$ cat config.mk
export PLATFORM = sky130hd
export DESIGN_NAME = rule_scan_ctrl_flat
export DESIGN_NICKNAME = d
export VERILOG_FILES = /design/src/rtl/rule_scan_ctrl_if.sv /design/src/rtl/rule_scan_ctrl.sv /design/src/flat_wrapper.sv
export SDC_FILE = /design/constraint.sdc
export NUM_CORES = 1
export LEC_CHECK = 0
export BUFFER_PORTS_ARGS = -buffer_cell sky130_fd_sc_hd__buf_2
export CAP_MARGIN = 20
export CORE_MARGIN = 10
export CORE_UTILIZATION = 32
export CTS_CLUSTER_DIAMETER = 60
export DETAILED_ROUTE_END_ITERATION = 8
export PLACE_DENSITY = 0.46
export SYNTH_ARGS = -nofsm -noshare
export SYNTH_HDL_FRONTEND = slang
export SYNTH_SLANG_ARGS = --single-unit
$ cat constraint.sdc
create_clock -name clk -period 4.2 [get_ports clk]
set_input_delay 1.26 -clock clk [delete_from_list [all_inputs] [get_ports clk]]
set_output_delay 1.26 -clock clk [all_outputs]
set_load 0.03 [all_outputs]
$ cat src/rtl/rule_scan_ctrl_if.sv
// Bundle of every signal the rule-scan controller exchanges with the parser, rule RAM,
// DL compare block and forwarding stage. The master side is the controller.
interface rule_scan_ctrl_if;
  logic       pkt_valid;
  logic       pkt_ready;
  logic [8:0] rule_count;
  logic [7:0] addr1;
  logic [7:0] addr2;
  logic       ram_rd;
  logic       act1;
  logic       act2;
  logic       dl_ena;
  logic       dl_ready;
  logic       dl_match1;
  logic       dl_match2;
  logic       verdict_valid;
  logic       verdict_ready;
  logic       verdict_accept;
  logic       verdict_hit;
  logic [7:0] verdict_rule;
  logic       timeout_err;

  modport master (
    input  pkt_valid, rule_count, act1, act2, dl_ready, dl_match1, dl_match2, verdict_ready,
    output pkt_ready, addr1, addr2, ram_rd, dl_ena, verdict_valid, verdict_accept,
           verdict_hit, verdict_rule, timeout_err
  );

  modport slave (
    output pkt_valid, rule_count, act1, act2, dl_ready, dl_match1, dl_match2, verdict_ready,
    input  pkt_ready, addr1, addr2, ram_rd, dl_ena, verdict_valid, verdict_accept,
           verdict_hit, verdict_rule, timeout_err
  );
endinterface

$ cat src/rtl/rule_scan_ctrl.sv
// Rule scan sequencer: walks the rule table two rules at a time, starts the DL compare
// for each pair and returns a first-match verdict (rule A of a pair wins over rule B).
// Every output is a flop; next values are computed in one combinational block.
module rule_scan_ctrl #(
  parameter bit          DEFAULT_ACCEPT = 1'b0,
  parameter int unsigned TIMEOUT        = 15
) (
  input  logic              clk,
  input  logic              rst_n,
  rule_scan_ctrl_if.master  bus
);

  typedef enum logic [2:0] {
    S_IDLE  = 3'd0,
    S_FETCH = 3'd1,
    S_LOAD  = 3'd2,
    S_WAIT  = 3'd3,
    S_DONE  = 3'd4
  } state_e;

  // Value the timeout counter holds on the last permitted WAIT cycle.
  localparam logic [3:0] TO_LAST = 4'(TIMEOUT - 1);

  state_e     state_q, state_d;
  logic [8:0] base_q, base_d;
  logic [8:0] count_q, count_d;
  logic [3:0] to_cnt_q, to_cnt_d;
  logic       v2_q, v2_d;
  logic       act1_q, act1_d;
  logic       act2_q, act2_d;

  logic       pkt_ready_q, pkt_ready_d;
  logic [7:0] addr1_q, addr1_d;
  logic [7:0] addr2_q, addr2_d;
  logic       ram_rd_q, ram_rd_d;
  logic       dl_ena_q, dl_ena_d;
  logic       verdict_valid_q, verdict_valid_d;
  logic       verdict_accept_q, verdict_accept_d;
  logic       verdict_hit_q, verdict_hit_d;
  logic [7:0] verdict_rule_q, verdict_rule_d;
  logic       timeout_err_q, timeout_err_d;

  // Counts above the table size are clamped so the scan never runs past rule 255.
  logic [8:0] count_clamp_s;
  logic [9:0] base_p1_s;
  logic [9:0] base_p2_s;
  logic [9:0] count_ext_s;

  assign count_clamp_s = (bus.rule_count > 9'd256) ? 9'd256 : bus.rule_count;
  assign base_p1_s     = {1'b0, base_q} + 10'd1;
  assign base_p2_s     = {1'b0, base_q} + 10'd2;
  assign count_ext_s   = {1'b0, count_q};

  assign bus.pkt_ready      = pkt_ready_q;
  assign bus.addr1          = addr1_q;
  assign bus.addr2          = addr2_q;
  assign bus.ram_rd         = ram_rd_q;
  assign bus.dl_ena         = dl_ena_q;
  assign bus.verdict_valid  = verdict_valid_q;
  assign bus.verdict_accept = verdict_accept_q;
  assign bus.verdict_hit    = verdict_hit_q;
  assign bus.verdict_rule   = verdict_rule_q;
  assign bus.timeout_err    = timeout_err_q;

  // Next-state and next-output logic for the scan sequence.
  always_comb begin
    state_d          = state_q;
    base_d           = base_q;
    count_d          = count_q;
    to_cnt_d         = to_cnt_q;
    v2_d             = v2_q;
    act1_d           = act1_q;
    act2_d           = act2_q;
    verdict_valid_d  = verdict_valid_q;
    verdict_accept_d = verdict_accept_q;
    verdict_hit_d    = verdict_hit_q;
    verdict_rule_d   = verdict_rule_q;
    timeout_err_d    = timeout_err_q;

    case (state_q)
      S_IDLE: begin
        if (bus.pkt_valid) begin
          count_d = count_clamp_s;
          base_d  = 9'd0;
          if (count_clamp_s == 9'd0) begin
            // Empty table: straight to the default policy, no RAM or DL traffic.
            state_d          = S_DONE;
            verdict_valid_d  = 1'b1;
            verdict_accept_d = DEFAULT_ACCEPT;
            verdict_hit_d    = 1'b0;
            verdict_rule_d   = 8'd0;
            timeout_err_d    = 1'b0;
          end else begin
            state_d = S_FETCH;
          end
        end else begin
          state_d = S_IDLE;
        end
      end

      S_FETCH: begin
        // Rule B exists only if it lies inside the configured count (odd count tail).
        v2_d    = (base_p1_s < count_ext_s);
        state_d = S_LOAD;
      end

      S_LOAD: begin
        act1_d   = bus.act1;
        act2_d   = bus.act2;
        to_cnt_d = 4'd0;
        state_d  = S_WAIT;
      end

      S_WAIT: begin
        if (bus.dl_ready) begin
          if (bus.dl_match1) begin
            state_d          = S_DONE;
            verdict_valid_d  = 1'b1;
            verdict_accept_d = act1_q;
            verdict_hit_d    = 1'b1;
            verdict_rule_d   = base_q[7:0];
            timeout_err_d    = 1'b0;
          end else if (v2_q && bus.dl_match2) begin
            state_d          = S_DONE;
            verdict_valid_d  = 1'b1;
            verdict_accept_d = act2_q;
            verdict_hit_d    = 1'b1;
            verdict_rule_d   = base_p1_s[7:0];
            timeout_err_d    = 1'b0;
          end else begin
            base_d = base_p2_s[8:0];
            if (base_p2_s >= count_ext_s) begin
              state_d          = S_DONE;
              verdict_valid_d  = 1'b1;
              verdict_accept_d = DEFAULT_ACCEPT;
              verdict_hit_d    = 1'b0;
              verdict_rule_d   = 8'd0;
              timeout_err_d    = 1'b0;
            end else begin
              state_d = S_FETCH;
            end
          end
        end else begin
          if (to_cnt_q == TO_LAST) begin
            // DL never answered: fail safe by dropping the packet.
            state_d          = S_DONE;
            verdict_valid_d  = 1'b1;
            verdict_accept_d = 1'b0;
            verdict_hit_d    = 1'b0;
            verdict_rule_d   = 8'd0;
            timeout_err_d    = 1'b1;
          end else begin
            to_cnt_d = to_cnt_q + 4'd1;
          end
        end
      end

      S_DONE: begin
        if (bus.verdict_ready) begin
          verdict_valid_d = 1'b0;
          timeout_err_d   = 1'b0;
          base_d          = 9'd0;
          state_d         = S_IDLE;
        end else begin
          state_d = S_DONE;
        end
      end

      default: begin
        state_d = S_IDLE;
      end
    endcase

    // Strobes and addresses follow the state being entered so they are registered.
    pkt_ready_d = (state_d == S_IDLE);
    ram_rd_d    = (state_d == S_FETCH);
    dl_ena_d    = (state_d == S_LOAD);
    if (state_d == S_FETCH) begin
      addr1_d = base_d[7:0];
      addr2_d = base_d[7:0] + 8'd1;
    end else begin
      addr1_d = addr1_q;
      addr2_d = addr2_q;
    end
  end

  // State and output registers with asynchronous reset.
  always_ff @(posedge clk or negedge rst_n) begin
    if (!rst_n) begin
      state_q          <= S_IDLE;
      base_q           <= 9'd0;
      count_q          <= 9'd0;
      to_cnt_q         <= 4'd0;
      v2_q             <= 1'b0;
      act1_q           <= 1'b0;
      act2_q           <= 1'b0;
      pkt_ready_q      <= 1'b1;
      addr1_q          <= 8'd0;
      addr2_q          <= 8'd0;
      ram_rd_q         <= 1'b0;
      dl_ena_q         <= 1'b0;
      verdict_valid_q  <= 1'b0;
      verdict_accept_q <= 1'b0;
      verdict_hit_q    <= 1'b0;
      verdict_rule_q   <= 8'd0;
      timeout_err_q    <= 1'b0;
    end else begin
      state_q          <= state_d;
      base_q           <= base_d;
      count_q          <= count_d;
      to_cnt_q         <= to_cnt_d;
      v2_q             <= v2_d;
      act1_q           <= act1_d;
      act2_q           <= act2_d;
      pkt_ready_q      <= pkt_ready_d;
      addr1_q          <= addr1_d;
      addr2_q          <= addr2_d;
      ram_rd_q         <= ram_rd_d;
      dl_ena_q         <= dl_ena_d;
      verdict_valid_q  <= verdict_valid_d;
      verdict_accept_q <= verdict_accept_d;
      verdict_hit_q    <= verdict_hit_d;
      verdict_rule_q   <= verdict_rule_d;
      timeout_err_q    <= timeout_err_d;
    end
  end

endmodule

$ cat src/flat_wrapper.sv
// flat-port wrapper written by rule: the top's interface ports become plain ports
module rule_scan_ctrl_flat 
#(
  parameter bit          DEFAULT_ACCEPT = 1'b0,
  parameter int unsigned TIMEOUT        = 15
)
  (clk, rst_n, bus_pkt_valid, bus_rule_count, bus_act1, bus_act2, bus_dl_ready, bus_dl_match1, bus_dl_match2, bus_verdict_ready, bus_pkt_ready, bus_addr1, bus_addr2, bus_ram_rd, bus_dl_ena, bus_verdict_valid, bus_verdict_accept, bus_verdict_hit, bus_verdict_rule, bus_timeout_err);
  rule_scan_ctrl_if bus_i ();
  input  logic clk;
  input  logic rst_n;
  input wire logic [$bits(bus_i.pkt_valid)-1:0] bus_pkt_valid;
  input wire logic [$bits(bus_i.rule_count)-1:0] bus_rule_count;
  input wire logic [$bits(bus_i.act1)-1:0] bus_act1;
  input wire logic [$bits(bus_i.act2)-1:0] bus_act2;
  input wire logic [$bits(bus_i.dl_ready)-1:0] bus_dl_ready;
  input wire logic [$bits(bus_i.dl_match1)-1:0] bus_dl_match1;
  input wire logic [$bits(bus_i.dl_match2)-1:0] bus_dl_match2;
  input wire logic [$bits(bus_i.verdict_ready)-1:0] bus_verdict_ready;
  output wire logic [$bits(bus_i.pkt_ready)-1:0] bus_pkt_ready;
  output wire logic [$bits(bus_i.addr1)-1:0] bus_addr1;
  output wire logic [$bits(bus_i.addr2)-1:0] bus_addr2;
  output wire logic [$bits(bus_i.ram_rd)-1:0] bus_ram_rd;
  output wire logic [$bits(bus_i.dl_ena)-1:0] bus_dl_ena;
  output wire logic [$bits(bus_i.verdict_valid)-1:0] bus_verdict_valid;
  output wire logic [$bits(bus_i.verdict_accept)-1:0] bus_verdict_accept;
  output wire logic [$bits(bus_i.verdict_hit)-1:0] bus_verdict_hit;
  output wire logic [$bits(bus_i.verdict_rule)-1:0] bus_verdict_rule;
  output wire logic [$bits(bus_i.timeout_err)-1:0] bus_timeout_err;
  assign bus_i.pkt_valid = bus_pkt_valid;
  assign bus_i.rule_count = bus_rule_count;
  assign bus_i.act1 = bus_act1;
  assign bus_i.act2 = bus_act2;
  assign bus_i.dl_ready = bus_dl_ready;
  assign bus_i.dl_match1 = bus_dl_match1;
  assign bus_i.dl_match2 = bus_dl_match2;
  assign bus_i.verdict_ready = bus_verdict_ready;
  assign bus_pkt_ready = bus_i.pkt_ready;
  assign bus_addr1 = bus_i.addr1;
  assign bus_addr2 = bus_i.addr2;
  assign bus_ram_rd = bus_i.ram_rd;
  assign bus_dl_ena = bus_i.dl_ena;
  assign bus_verdict_valid = bus_i.verdict_valid;
  assign bus_verdict_accept = bus_i.verdict_accept;
  assign bus_verdict_hit = bus_i.verdict_hit;
  assign bus_verdict_rule = bus_i.verdict_rule;
  assign bus_timeout_err = bus_i.timeout_err;
  rule_scan_ctrl #(.DEFAULT_ACCEPT(DEFAULT_ACCEPT), .TIMEOUT(TIMEOUT)) u_core (.clk(clk), .rst_n(rst_n), .bus(bus_i));
endmodule
* Yosys cells after proc, flatten, opt, wreduce, memory -nomap -nowiden
Cells that the tools add are included.
Word-level totals: register bits after elaboration 59, input bits 18, logic and storage cells 106
Operators by class: add/subtract/negate cells 4, order comparisons 3, eq/ne operators 17, multiplexer cells 52, reductions and logical operators 12
Operator list (number):
- $mux 8 | 7
- $mux 9 | 6
- $pmux 9 s3 | 1
- $mux 3 | 8
- $mux 1 | 21
- $pmux 8 s2 | 1
- $pmux 3 s5 | 1
- $ne 2x2->1 const B | 7
- $reduce_and 6->1 | 2
- $add 9x1->10 const B | 1
- $add 9x2->10 const B | 1
- $ge 10x9->1 | 1
- $lt 10x9->1 | 1
- $eq 3x2->1 const B | 3
- $gt 9x9->1 const B | 1
- $logic_not 9->1 | 1
- $add 8x1->8 const B | 1
- $mux 4 | 2
- $pmux 4 s2 | 1
- $eq 3x1->1 const B | 2
- $logic_not 3->1 | 2
- $pmux 1 s3 | 2
- $ne 5x3->1 const B | 1
- $reduce_and 5->1 | 1
- 11 further kinds | 13

* Depth between registers and ports, before layout
depth in word-level cells 8, depth in mapped cells 14, depth with buffers taken out 12

* Least setup slack after synthesis
Ideal clock, no wire load.
path kind flip-flop to flip-flop, from register u_core.base_q[4], to register u_core.addr1_q[0], in the netlist u_core.bus.addr1[0], setup time 0.125 ns, data arrival time 2.871 ns, required time 4.075 ns, slack 1.204 ns, stages on the path, launching flop included 12, buffers on the path 2, cell sequence dfrtp_1 > buf_2 > and2_1 > nand4_1 > or2_2 > xnor2_1 > ha_1 > a211oi_1 > a31oi_2 > a211oi_2 > buf_4 > mux2_2
Between the ends: word-level cells in the longest chain between the ends 8
Ends and longest elaborated chain:
- from (decl) | RTL line rule_scan_ctrl.sv:25 | logic [8:0] base_q, base_d;
- from (signal assigned) | RTL line rule_scan_ctrl.sv:209 | base_q <= base_d;
- $add 9x2->10 | RTL line rule_scan_ctrl.sv:51 | assign base_p2_s = {1'b0, base_q} + 10'd2;
- $ge 10x9->1 | RTL line rule_scan_ctrl.sv:132 | if (base_p2_s >= count_ext_s) begin
- $mux 3 | RTL line rule_scan_ctrl.sv:132
- $mux 3 | RTL line rule_scan_ctrl.sv:123 | end else if (v2_q && bus.dl_match2) begin
- $mux 3 | RTL line rule_scan_ctrl.sv:116 | if (bus.dl_match1) begin
- $mux 3 | RTL line rule_scan_ctrl.sv:115 | if (bus.dl_ready) begin
- $pmux 3 s5 | RTL line rule_scan_ctrl.sv:80 | case (state_q)
- $eq 3x1->1 | RTL line rule_scan_ctrl.sv:178 | if (state_d == S_FETCH) begin
- to (signal assigned) | RTL line rule_scan_ctrl.sv:216 | addr1_q <= addr1_d;
- to (decl) | RTL line rule_scan_ctrl.sv:33 | logic [7:0] addr1_q, addr1_d;
Every way passes these cells. A chain may end at the register's enable or synchronous reset.

* Worst setup path after layout
from register u_core.base_q[3], to register u_core.addr2_q[5], in the netlist u_core.bus.addr2[5]
Between the ends: word-level cells in the longest chain between the ends 8
Ends and longest elaborated chain:
- $add 9x2->10 | RTL line rule_scan_ctrl.sv:51
- $ge 10x9->1 | RTL line rule_scan_ctrl.sv:132
- $mux 3 | RTL line rule_scan_ctrl.sv:132
- $mux 3 | RTL line rule_scan_ctrl.sv:123
- $mux 3 | RTL line rule_scan_ctrl.sv:116
- $mux 3 | RTL line rule_scan_ctrl.sv:115
- $pmux 3 s5 | RTL line rule_scan_ctrl.sv:80
- $eq 3x1->1 | RTL line rule_scan_ctrl.sv:178
- to (signal assigned) | RTL line rule_scan_ctrl.sv:217 | addr2_q <= addr2_d;
- to (decl) | RTL line rule_scan_ctrl.sv:34 | logic [7:0] addr2_q, addr2_d;
Parallel ways exist; a longest one is shown, timed or not. The select of a mux whose other input is x is not followed.

==> out/metrics.json <==
{
  "result_of_the_run": "finished, final reports clean",
  "drt_first_iter_violations": 202,
  "most_frequently_used_cell_type_in_the_post_synthesis_netlist": "dfrtp_1",
  "num_vias": 2645,
  "mappedNetlistNets": 388,
  "netlist_instances": 346,
  "max_freq_mhz": 281.4,
  "final.setup_skew_ps": 7.702,
  "cp-start-kind": "flop",
  "placementRows": 38,
  "total_die_area_um2": 15470,
  "route.detailed.wl_per_inst_um": 16.11,
  "maxCapViolCount": 0,
  "synth_cell_types": 59,
  "cts_setup_buffers": 0,
  "grt_start_max_net_pins": 60,
  "ir_worst_vdd_uv": 216.8,
  "worst_setup_path_end_kind": "flop",
  "place.gp.congestion": 0.8189,
  "synth.top_cells.by_count": "58 x dfrtp_1, 34 x nand2_1, 25 x o21ai_0",
  "post-synth-top-area-cell": "dfrtp_1",
  "mean_instance_size_in_the_synthesized_netlist_um2": 10.08,
  "synth.top_cells.by_area": "dfrtp_1 42%, ha_1 8.6%, xnor2_1 4.8%, mux2_2 4.5%, nand2_1 3.7%",
  "clock_insertion_delay_worst_skew_ps": 340,
  "syn-cell-area_um2": 3487,
  "critical_setup_path_kind": "reg2reg",
  "cts_resized": 0,
  "clock-root-buffer": "clkbuf_8",
  "synth_enable_flop_cells": 0,
  "drv_slew": 0,
  "diode_count": 0,
  "setup_violations": 0,
  "cts_inserted_buffers": 9,
  "worst_path_largest_cell_delay_ps": 580,
  "area_growth_pct": 16.94,
  "tightestPinTransition_ps": 900.3,
  "power.density_cell_area_nw_per_um2": 596.3,
  "first_pass_iters": 5,
  "cts.reportedPaths.clkPinSlew_ps": 70,
  "critPathArrivalTime_ps": 3780,
  "critical_path.cell_chain": "and2_1 -> nand4_1 -> or2_2 -> xnor2_1 -> ha_1 -> a211oi_1 -> a31oi_2 -> a211oi_2 -> buf_4 -> mux2_2",
  "overflow": 0,
  "synth_top_flop_cell": "dfrtp_1",
  "grt_setup_unrepaired": "false",
  "synth-seq-area-share": 0.4238,
  "port_buffers": 48,
  "max-clock-path-buffers": 2,
  "layout-drive-gt1-share": 0.2607,
  "drc_errors": 0,
  "asyncSetResetFlopFracSynth": 1.000,
  "min_period_over_period": 0.8462,
  "design.core.area_um2": 10750,
  "floorplan.initialDensity": 0.3245,
  "setup-tns-final_ps": 0,
  "total_of_flip_flops_plus_latches_after_synthesis": 59,
  "preCtsSetupSlack_ps": 647.0,
  "post-dp-hpwl_um": 6669,
  "clock_sinks": 59,
  "htreeDepth": 3,
  "grt_usage": 0.1138,
  "grt_antenna_before_repair": 0,
  "wl_um": 8684,
  "fin_hold_viols": 0,
  "synthesis.yosys.warnings": 0,
  "fin_nets": 436,
  "die_height_um": 124.4,
  "fp.dieW_um": 124.4,
  "grt_pass1_vias": 2701,
  "required_ps": 4420,
  "tritoncts": "yes",
  "routed_via_density": 4.907,
  "power.leakage_uw": 0.001949,
  "final.setup.worst_slack_ps": 646.0,
  "global_route_wire_length_before_repair_um": 14370,
  "hold_class": "reg2reg",
  "netlist.area_leader.share": 0.4162,
  "cp_slowest_cell": "dfrtp_1",
  "ant_nets": 0,
  "ioPinCount": 49,
  "fill_cells": 1122,
  "finalWorstPathRequiredPeriod_ps": 3554,
  "maxSlewHeadroom": 0.3985,
  "cts_hold_repair.buffers": 0,
  "crit_path_max_fanout": 20
}
[state kept, by name, indices dropped and copies added, names as in the netlist]
name	flops
u_core.state_q	3
u_core.act1_q	1
u_core.to_cnt_q	4
u_core.bus.timeout_err	1
u_core.bus.verdict_hit	1
u_core.bus.addr1	8
u_core.base_q	9
u_core.bus.ram_rd	1
u_core.count_q	9
u_core.v2_q	1
u_core.act2_q	1
u_core.bus.verdict_rule	8
u_core.bus.addr2	8
u_core.bus.dl_ena	1
u_core.bus.pkt_ready	1
u_core.bus.verdict_accept	1
u_core.bus.verdict_valid	1
[layer usage]
layer / GRT usage / share of wire
met1: 0.1424 / 0.46
met2: 0.1833 / 0.49
met4: 0.03701 / 0.013
met5: 0 / 0
met3: 0.03277 / 0.040
[kinds of logic after synthesis]
family,share of synthesized area
mux,0.06745
fa+ha+maj,0.08611
buf+inv,0.04413
flops,0.4238
compound gates,0.1198
simple gates,0.1884
xor+xnor,0.07033
[path summary, 6_finish.rpt]
kind                                                   startpoint                                      to  slack (ps)  cells after the start
max                                    u_core.base_q[3]$_DFF_PN0_         u_core.bus.addr2[5]$_DFFE_PN0N_         650                     10
min                        u_core.bus.verdict_rule[1]$_DFFE_PN0P_  u_core.bus.verdict_rule[1]$_DFFE_PN0P_         470                      2
max reg2reg                            u_core.base_q[3]$_DFF_PN0_         u_core.bus.addr2[5]$_DFFE_PN0N_         650                     10
min reg2reg                u_core.bus.verdict_rule[1]$_DFFE_PN0P_  u_core.bus.verdict_rule[1]$_DFFE_PN0P_         470                      2
max in group asynchronous                                   rst_n          u_core.bus.pkt_ready$_DFF_PN1_        2990                      2
min in group asynchronous                                   rst_n           u_core.count_q[1]$_DFFE_PN0P_         890                      2
[metrics by stage]
step | instances | instance area, um2 | total power, uW | utilization | hold slack, ps
finish | 539 | 4078 | 2432 | 0.3795 | 472.8
global route | 539 | 4078 | 2631 | 0.3795 | 511.0
CTS | 539 | 4078 | 2473 | 0.3795 | 483.5
detailed placement | 523 | 3851 | 1870 | 0.3584 | 467.5
global placement | 523 | 3851 | 1861 | 0.3584 | 456.2
floorplan | 346 | 3487 | 1591 | - | 476.7
[where the power goes]
| group | internal [uW] | switching (uW) | leakage (uW) | total, uW |
|---|---|---|---|---|
| sequential | 719 | 112 | 0.000775 | 831 |
| combinational | 369 | 644 | 0.00106 | 1010 |
| clock | 350 | 238 | 0.000108 | 588 |
| total | 1440 | 994 | 0.00195 | 2430 |
[critical path: cells and delay by family, from the launching register on]
kind,cells,cell delay (ps)
flip-flops,1,580
AND/OR/NAND/NOR,3,840
AO/OA/AOI/OAI,3,890
adder cells (fa/ha/maj),1,280
multiplexers,1,370
buffers and inverters,1,280
XOR/XNOR,1,190
[cell usage in the layout, fill, tap and decap left out, drive strengths merged, types with 7 or more instances in the layout]
| master | instances |
|---|---|
| inv | 16 |
| nor3 | 7 |
| buf | 52 |
| xor2 | 9 |
| a21oi | 14 |
| nand4 | 8 |
| dfrtp | 58 |
| nand2 | 34 |
| mux2 | 17 |
| nand3 | 18 |
| nand3b | 11 |
| nor2 | 21 |
| o21ai | 25 |
| clkbuf | 10 |
| xnor2 | 19 |
| ha | 24 |
[cell type report]
| cell class | instances | area (um2) | area share |
|---|---|---|---|
| clock inverters | 6 | 88.84 | 0.02179 |
| clock buffers | 10 | 137.6 | 0.03375 |
| well taps | 140 | 175.2 | 0.04296 |
| repair buffers | 52 | 282.8 | 0.06935 |
| multi-input cells | 256 | 1856 | 0.4550 |
| inverters | 16 | 60.06 | 0.01473 |
| flip-flops and latches | 59 | 1478 | 0.3624 |
Note: power is estimated with default switching activity, not from simulation.
